--- src/rtl/usb_tx_encoder.sv ---
// usb_tx_encoder: bit-level USB transmit engine. Serializes SYNC/PID/CRC/DATA
// fields LSB-first with bit stuffing and NRZI encoding, generates EOP, and
// reports each completed field with a one-clock *_bits_transmitted pulse.
module usb_tx_encoder #(
  parameter int         CLKS_PER_BIT = 8,
  parameter logic [7:0] SYNC_PATTERN = 8'h80
) (
  input  logic        clk,
  input  logic        n_rst,
  input  logic        sync_transmitting,
  input  logic        pid_transmitting,
  input  logic        crc5_transmitting,
  input  logic        crc16_transmitting,
  input  logic        data_transmitting,
  input  logic        eop_transmitting,
  input  logic [7:0]  tx_pid,
  input  logic [4:0]  tx_crc5,
  input  logic [15:0] tx_crc16,
  input  logic [63:0] tx_data,
  output logic        d_plus,
  output logic        d_minus,
  output logic        sync_bits_transmitted,
  output logic        pid_bits_transmitted,
  output logic        crc5_bits_transmitted,
  output logic        crc16_bits_transmitted,
  output logic        data_bits_transmitted,
  output logic        eop_bits_transmitted,
  output logic        tx_active
);

  localparam int TW = $clog2(CLKS_PER_BIT);
  localparam logic [TW-1:0] LAST_CLK = TW'(CLKS_PER_BIT - 1);

  typedef enum logic [2:0] {
    IDLE,
    FIELD,
    STUFF,
    EOP_SE0_A,
    EOP_SE0_B,
    EOP_J
  } state_t;

  typedef enum logic [2:0] {
    F_SYNC,
    F_PID,
    F_CRC5,
    F_CRC16,
    F_DATA
  } field_t;

  state_t        state_q, state_d;
  field_t        field_q, field_d;
  logic [TW-1:0] timer_q, timer_d;
  logic [63:0]   shift_q, shift_d;
  logic [6:0]    bitsLeft_q, bitsLeft_d;
  logic [2:0]    ones_q, ones_d;
  logic          dp_q, dp_d;
  logic          dm_q, dm_d;

  // Working values for the bit being launched this decision cycle
  logic [63:0]   srcBits;
  logic [6:0]    srcLen;
  logic [2:0]    onesBase;
  logic          emitBit;
  logic          lastClk;
  logic          fieldDone;

  // State, timer, shifter and line registers; reset parks the bus at J
  always_ff @(posedge clk or negedge n_rst) begin
    if (!n_rst) begin
      state_q    <= IDLE;
      field_q    <= F_SYNC;
      timer_q    <= '0;
      shift_q    <= '0;
      bitsLeft_q <= '0;
      ones_q     <= '0;
      dp_q       <= 1'b1;
      dm_q       <= 1'b0;
    end else begin
      state_q    <= state_d;
      field_q    <= field_d;
      timer_q    <= timer_d;
      shift_q    <= shift_d;
      bitsLeft_q <= bitsLeft_d;
      ones_q     <= ones_d;
      dp_q       <= dp_d;
      dm_q       <= dm_d;
    end
  end

  // Decision logic: at timer==0 choose the next line symbol (stuff, next bit,
  // EOP phase, or a new field by priority), otherwise just advance the timer
  always_comb begin
    state_d    = state_q;
    field_d    = field_q;
    shift_d    = shift_q;
    bitsLeft_d = bitsLeft_q;
    ones_d     = ones_q;
    dp_d       = dp_q;
    dm_d       = dm_q;
    srcBits    = shift_q;
    srcLen     = bitsLeft_q;
    onesBase   = ones_q;
    emitBit    = 1'b0;
    timer_d    = '0;

    if (timer_q == '0) begin
      if (state_q == FIELD && ones_q == 3'd6) begin
        state_d = STUFF;
        dp_d    = ~dp_q;
        dm_d    = ~dm_q;
        ones_d  = '0;
      end else if ((state_q == FIELD || state_q == STUFF) && bitsLeft_q != '0) begin
        emitBit = 1'b1;
      end else if (state_q == EOP_SE0_A) begin
        state_d = EOP_SE0_B;
      end else if (state_q == EOP_SE0_B) begin
        state_d = EOP_J;
        dp_d    = 1'b1;
        dm_d    = 1'b0;
      end else if (state_q == EOP_J) begin
        state_d = IDLE;
        ones_d  = '0;
        dp_d    = 1'b1;
        dm_d    = 1'b0;
      end else if (eop_transmitting) begin
        state_d = EOP_SE0_A;
        ones_d  = '0;
        dp_d    = 1'b0;
        dm_d    = 1'b0;
      end else if (sync_transmitting) begin
        emitBit  = 1'b1;
        field_d  = F_SYNC;
        srcBits  = {56'd0, SYNC_PATTERN};
        srcLen   = 7'd8;
        onesBase = '0;
      end else if (pid_transmitting) begin
        emitBit = 1'b1;
        field_d = F_PID;
        srcBits = {56'd0, tx_pid};
        srcLen  = 7'd8;
      end else if (crc5_transmitting) begin
        emitBit = 1'b1;
        field_d = F_CRC5;
        srcBits = {59'd0, tx_crc5};
        srcLen  = 7'd5;
      end else if (crc16_transmitting) begin
        emitBit = 1'b1;
        field_d = F_CRC16;
        srcBits = {48'd0, tx_crc16};
        srcLen  = 7'd16;
      end else if (data_transmitting) begin
        emitBit = 1'b1;
        field_d = F_DATA;
        srcBits = tx_data;
        srcLen  = 7'd64;
      end else begin
        state_d = IDLE;
        dp_d    = 1'b1;
        dm_d    = 1'b0;
      end

      if (emitBit) begin
        state_d    = FIELD;
        shift_d    = srcBits >> 1;
        bitsLeft_d = srcLen - 7'd1;
        if (srcBits[0]) begin
          ones_d = onesBase + 3'd1;
          dp_d   = dp_q;
          dm_d   = dm_q;
        end else begin
          ones_d = '0;
          dp_d   = ~dp_q;
          dm_d   = ~dm_q;
        end
      end
    end

    if (state_d != IDLE) begin
      timer_d = (timer_q == LAST_CLK) ? '0 : timer_q + 1'b1;
    end
  end

  // Done pulses: final clock of a field's last bit period, after any owed stuff bit
  always_comb begin
    lastClk   = (timer_q == LAST_CLK);
    fieldDone = lastClk && (bitsLeft_q == '0) &&
                ((state_q == FIELD && ones_q != 3'd6) || state_q == STUFF);
    sync_bits_transmitted  = fieldDone && (field_q == F_SYNC);
    pid_bits_transmitted   = fieldDone && (field_q == F_PID);
    crc5_bits_transmitted  = fieldDone && (field_q == F_CRC5);
    crc16_bits_transmitted = fieldDone && (field_q == F_CRC16);
    data_bits_transmitted  = fieldDone && (field_q == F_DATA);
    eop_bits_transmitted   = lastClk && (state_q == EOP_J);
  end

  assign d_plus    = dp_q;
  assign d_minus   = dm_q;
  assign tx_active = (state_q != IDLE);

endmodule

--- config.mk ---
export PLATFORM = sky130hd
export DESIGN_NAME = usb_tx_encoder
export DESIGN_NICKNAME = d
export VERILOG_FILES = /design/src/rtl/usb_tx_encoder.sv
export SDC_FILE = /design/constraint.sdc
export NUM_CORES = 1
export LEC_CHECK = 0
export ABC_CLOCK_PERIOD_IN_PS = 5700
export BUFFER_PORTS_ARGS = -buffer_cell sky130_fd_sc_hd__buf_2
export CORE_MARGIN = 3
export CORE_UTILIZATION = 40
export DETAILED_ROUTE_END_ITERATION = 10
export MAX_ROUTING_LAYER = met4
export RECOVER_POWER = 50
export SLEW_MARGIN = 20
export SYNTH_ARGS = -nofsm -noshare
export SYNTH_HDL_FRONTEND = slang
export SYNTH_SLANG_ARGS = --single-unit
--- constraint.sdc ---
create_clock -name clk -period 5.7 [get_ports clk]
set_clock_uncertainty 0.1 [all_clocks]
set_input_delay 0.57 -clock clk [delete_from_list [all_inputs] [get_ports clk]]
set_output_delay 0.57 -clock clk [all_outputs]
set_load 0.02 [all_outputs]
**Word-level counts from Yosys, hierarchy flattened**

Cells that the tools add are included.

- Bits in registers: 84
- Memory bits (read-only): 0
- Output and inout port bits: 9
- Input port bits: 101
- Memories kept: 0
- Logic and storage cells: 163
- Latch bits: 0
- Bits in writable memories: 0

- Divide/modulo/power cells: 0
- Bitwise logic cells: 8
- Reduce and logical (&&, ||, !) cells: 25
- Add/sub/neg operators: 3
- Equal/unequal tests: 21
- Magnitude comparators: 0
- Multiplexer cells: 98
- Multiply operators: 0
- Shifts and indexed selects: 0

Operator list:

| operator | number |
|---|---|
| 64-bit 2-to-1 mux | 12 |
| 3-bit 2-to-1 mux | 36 |
| 7-bit 2-to-1 mux | 12 |
| 1-bit 2-to-1 mux | 38 |
| 6-bit by 1-bit != test with 1-bit output (second input constant) | 5 |
| 3-bit == test (second input constant) | 5 |
| 3-bit by 2-bit == test with 1-bit output (second input constant) | 4 |
| 1-bit logical AND | 11 |
| 3-bit by 2-bit != test with 1-bit output (second input constant) | 3 |
| 9-bit AND reduction | 1 |
| 1-bit NOT | 8 |
| 8-bit AND reduction | 1 |
| 7-bit logical NOT | 1 |
| 7-bit nonzero test | 1 |
| 7-bit by 1-bit subtractor with 7-bit output (second input constant) | 1 |
| 3-bit by 1-bit adder with 3-bit output (second input constant) | 2 |
| 3-bit by 1-bit == test with 1-bit output (second input constant) | 2 |
| 3-bit logical NOT | 2 |
| 3-bit nonzero test | 2 |
| 5-bit AND reduction | 1 |
| 5-bit nonzero test | 1 |
| 4-bit nonzero test | 1 |
| 3-bit != test (second input constant) | 1 |
| 1-bit logical OR | 2 |
| 2 further kinds | 2 |

**Logic depth before layout (Yosys ltp)**

- Depth after elaboration: 16
- Mapped depth: 14

**Worst setup path before layout**

Ideal clock, no wire load.

- Path type: flip-flop to flip-flop
- From: register bitsLeft_q[3]
- To: register bitsLeft_q[6]
- Cell stages (with the launch flop): 14
- Buffers on the path: 2
- Setup slack: 2.413 ns
- Library setup time: 0.087 ns
- Period minus slack after synthesis: 3.287 ns
- Arrival time: 3.101 ns
- Cells stage by stage: dfrtp_1 > or4_4 > o211a_4 > nor3_2 > nand2_1 > clkbuf_1 > clkbuf_1 > nand2_1 > ha_1 > inv_1 > a211o_1 > a2111oi_2 > mux2_4 > a211oi_2

- Word-level cells in the longest chain between the ends: 13

Ends and longest elaborated chain:

| what | RTL line | RTL |
|---|---|---|
| from (decl) | 55 | `logic [6:0] bitsLeft_q, bitsLeft_d;` |
| from (signal assigned) | 84 | `bitsLeft_q <= bitsLeft_d;` |
| 7-bit 2-to-1 mux | 152 | `end else if (data_transmitting) begin` |
| 7-bit 2-to-1 mux | 147 | `end else if (crc16_transmitting) begin` |
| 7-bit 2-to-1 mux | 142 | `end else if (crc5_transmitting) begin` |
| 7-bit 2-to-1 mux | 137 | `end else if (pid_transmitting) begin` |
| 7-bit 2-to-1 mux | 131 | `end else if (sync_transmitting) begin` |
| 7-bit 2-to-1 mux | 126 | `end else if (eop_transmitting) begin` |
| 7-bit 2-to-1 mux | 121 | `end else if (state_q == EOP_J) begin` |
| 7-bit 2-to-1 mux | 117 | `end else if (state_q == EOP_SE0_B) begin` |
| 7-bit 2-to-1 mux | 115 | `end else if (state_q == EOP_SE0_A) begin` |
| 7-bit 2-to-1 mux | 113 | `end else if ((state_q == FIELD \|\| state_q == STUFF) && bitsLeft_q != '0) begin` |
| 7-bit 2-to-1 mux | 108 | `if (state_q == FIELD && ones_q == 3'd6) begin` |
| 7-bit 2-to-1 mux | 107 | `if (timer_q == '0) begin` |
| 7-bit by 1-bit subtractor with 7-bit output | 166 | `bitsLeft_d = srcLen - 7'd1;` |

Parallel ways exist; a longest one is shown, timed or not. The select of a mux whose other input is x is not followed.
A chain may end at the register's enable or synchronous reset.

**Worst setup path after layout**

Same ends and word-level chain as after synthesis.

==> run metrics <==
GRT Util Overall 20.0%; sequential standard cell area 2100 sq um; ANT cells 0; most frequent CP cell nand2_1; XOR/XNOR Fraction of Synth Area 0.724%; Worst-path clk slew 60 ps; sequential-to-total area share from yosys stat 43.4%; worst slew pin tran 1710 ps; EDFF count, synth 0; Util after Layout 49.4%; cell taking the most area after synthesis dfrtp_1; Leak 2.55 nW; # H-tree levels 3; Port-buffer cells 109; endpoints failing setup 0; Pwr per Cell Area 465 nW/um^2; worst reg2reg path depth 11; Starting Density 41.7%; post-DP HPWL 8990 microns; CP startpoint kind flip-flop; root buffer cell clkbuf_16; ys async rst share 100%; overall power 0.00267 W; Hold Vio Cnt, Final 0; area grow syn2layout 18.4%; DP Area 5430 sq um; setup_tns 0 ps; Ports 110; Synth top area share 42.9%; Post-Syn Area per Cell 8.66 sq um; residual DRC count 0; drt pass-1 iters 4; final worst-path cycle share 67.7%; design area 5730 sq um; Placer Congestion 0.876; critical path's slowest cell nand2_1; vias post-DR 4340; vias in the first global route 4305; antenna viol nets, final 0; Max-slew headroom -14.0%; Filler cells 1133; RSZ-0062 raised after global routing false; largest cells by area after synthesis dfrtp_1, mux2i_1, nand2_1; mux contribution to synthesized area 9.74%; Setup Fix Bufs, Post-CTS 0; DR vias/cell 5.49; first-pass GRT wire length 20900 microns; Synth Warn # 0; status finished with violations; worst-path maximum fanout 29; Post-Syn Instances 559; CTS sink cnt 84; failing checks max-capacitance violations, max-slew violations; leading register cell type out of synthesis dfrtp_1; slowest stage delay, CP 660 ps; die width 116 microns; CTS buffer count 9; fin crit period 3860 ps; critical-path cell list or4_4 > o211a_4 > nor3_2 > nand2_1 > nand2_1 > ha_1 > inv_1 > a211o_1 > a2111oi_2 > mux2_4 > a211oi_2; worst path bufs/invs 1; fmax 0.259 GHz; nets@finish 751; Max Cap Viol 1; #FFs+latches synth 84; fin. max-slew vios 70; die area 13500 sq um; Hold Path Class flip-flop to flip-flop; post-synth cell types 58; initial antenna violation count 0; GRT Residual Overflow 0; multi-input logic area 2520 sq um; CTS tree yes; WHS Path Cells 1; crit-path leading delay family simple AND/OR/NAND/NOR gates; Die Height 116 microns; critical path required time 5850 ps; Clock Path Buffers 2; Worst setup EP type flip-flop; maximum VDD drop 0.204 mV; layout cells sized above 1 22.2%; largest family of logic cells by synthesized area compound AO/OA/AOI/OAI gates; largest net degree at the start of global routing 70; Clk Latency, worst-skew pair 330 ps; cell area after synthesis 4840 sq um; routed wire length 12500 microns; CP arrival 4000 ps; simple-gate area share of the yosys netlist 18.9%; CP Depth 11; Synth Area in Compound Gates 21.3%; syn_nets 665; Core ar. 11600 sq um; per-cell routed wire length 15.8 microns; critical path class flip-flop to flip-flop; Rows 39; Adder-Cell Fraction of Synth Area 1.29%; DRT iter0 DRCs 231
-- Yosys cell counts (3+ instances only) --
library cell,count
and3_1,3
dfrtp_1,83
inv_1,11
nor3_1,13
nor2b_1,9
ha_1,5
nand2_1,88
o41ai_1,3
buf_2,10
o31ai_1,23
o21ai_1,11
o21ai_0,49
nor2_1,55
or3_1,3
mux2_2,5
clkbuf_1,25
a221oi_1,5
a21oi_1,40
nand2b_1,4
o211ai_1,3
a31oi_1,3
and2_1,4
a22oi_1,9
nand3_1,8
mux2i_1,40
-- cells in the final DEF (no fill, tap or decap), types with 3 or more instances in the layout --
cell type and count:
a221oi_1 5, o21ai_1 11, clkbuf_16 9, a31oi_1 3, dfrtp_1 83, a22oi_1 9, nand3_1 8, nand2_1 88
a21oi_1 40, o21ai_2 3, o31ai_1 23, buf_2 105, nor2_1 54, nor3_1 13, mux2i_1 40, clkbuf_1 4
and3_1 3, buf_4 4, or3_1 3, inv_1 11, o21ai_0 48, nor2b_1 9, o211ai_1 3, and2_1 3
mux2_2 5, ha_1 5, nand2b_1 4, o41ai_1 3
-- state kept, by name, indices dropped and copies added, names as in the netlist --
signal and cells:
shift_q 63, bitsLeft_q 7, field_q 3, d_plus 1, timer_q 3, state_q 3, ones_q 3, d_minus 1
-- worst register-to-register path, cell delays in order (launching register included) --
cell       delay [ps]
dfrtp_1           400
or4_4             560
o211a_4           280
nor3_2            250
nand2_1           660
nand2_1           270
ha_1              180
inv_1              60
a211o_1           260
a2111oi_2         260
mux2_4            340
a211oi_2          150
-- final timing paths --
check	startpoint	to	slack [ps]
max in group asynchronous	n_rst	shift_q[43]$_DFFE_PN0P_	2590
worst min-delay path	timer_q[0]$_DFF_PN0_	timer_q[0]$_DFF_PN0_	380
worst min register to register	timer_q[0]$_DFF_PN0_	timer_q[0]$_DFF_PN0_	380
worst max register to register	bitsLeft_q[3]$_DFFE_PN0P_	bitsLeft_q[6]$_DFFE_PN0P_	1840
min in group asynchronous	n_rst	shift_q[0]$_DFFE_PN0P_	750
worst max-delay path	bitsLeft_q[3]$_DFFE_PN0P_	bitsLeft_q[6]$_DFFE_PN0P_	1840
-- report_power, final --
part	leakage, nW	switching [W]	internal, W
sequential	1.10	0.000156	0.000816
combinational	1.31	0.000675	0.000426
clock	0.144	0.000234	0.000360
total	2.55	0.00107	0.00160
-- layer usage --
| metal | global-route usage [%] | share of wire (%) | up-vias |
|---|---|---|---|
| li1 | - | - | 2161 |
| met4 | 4.87 | 1.2 | 0 |
| met2 | 31.0 | 48 | 89 |
| met5 | - | 0 | - |
| met3 | 4.02 | 4.4 | 12 |
| met1 | 27.0 | 46 | 2078 |
-- metrics by stage --
step | hold WS, ps | cells | setup WS [ps]
CTS | 382 | 791 | 1840
global placement | 339 | 776 | 1980
global route | 408 | 791 | 1560
finish | 379 | 791 | 1840
detailed placement | 343 | 776 | 1860
floorplan | 174 | 559 | 2410
-- cells by family after synthesis --
kind of cell / count (synthesis)
multiplexers: 46
XOR/XNOR: 4
buffers and inverters: 52
AND/OR/NAND/NOR: 203
adder cells (fa/ha/maj): 5
flip-flops: 84
AO/OA/AOI/OAI: 165
-- area by class of cell --
type,count,area share (%)
clock inverters,3,0.808
flip-flops and latches,84,36.7
inverters,12,0.786
clock buffers,11,4.41
well taps,143,3.12
repair buffers,115,10.2
multi-input cells,423,44.0
-- repair_timing --
action | CTS | global route
gates resized for setup | 0 | 0
hold buffers | 1 | 0
endpoints found under the hold margin | 14 | 0
Note: power is estimated with default switching activity, not from simulation.
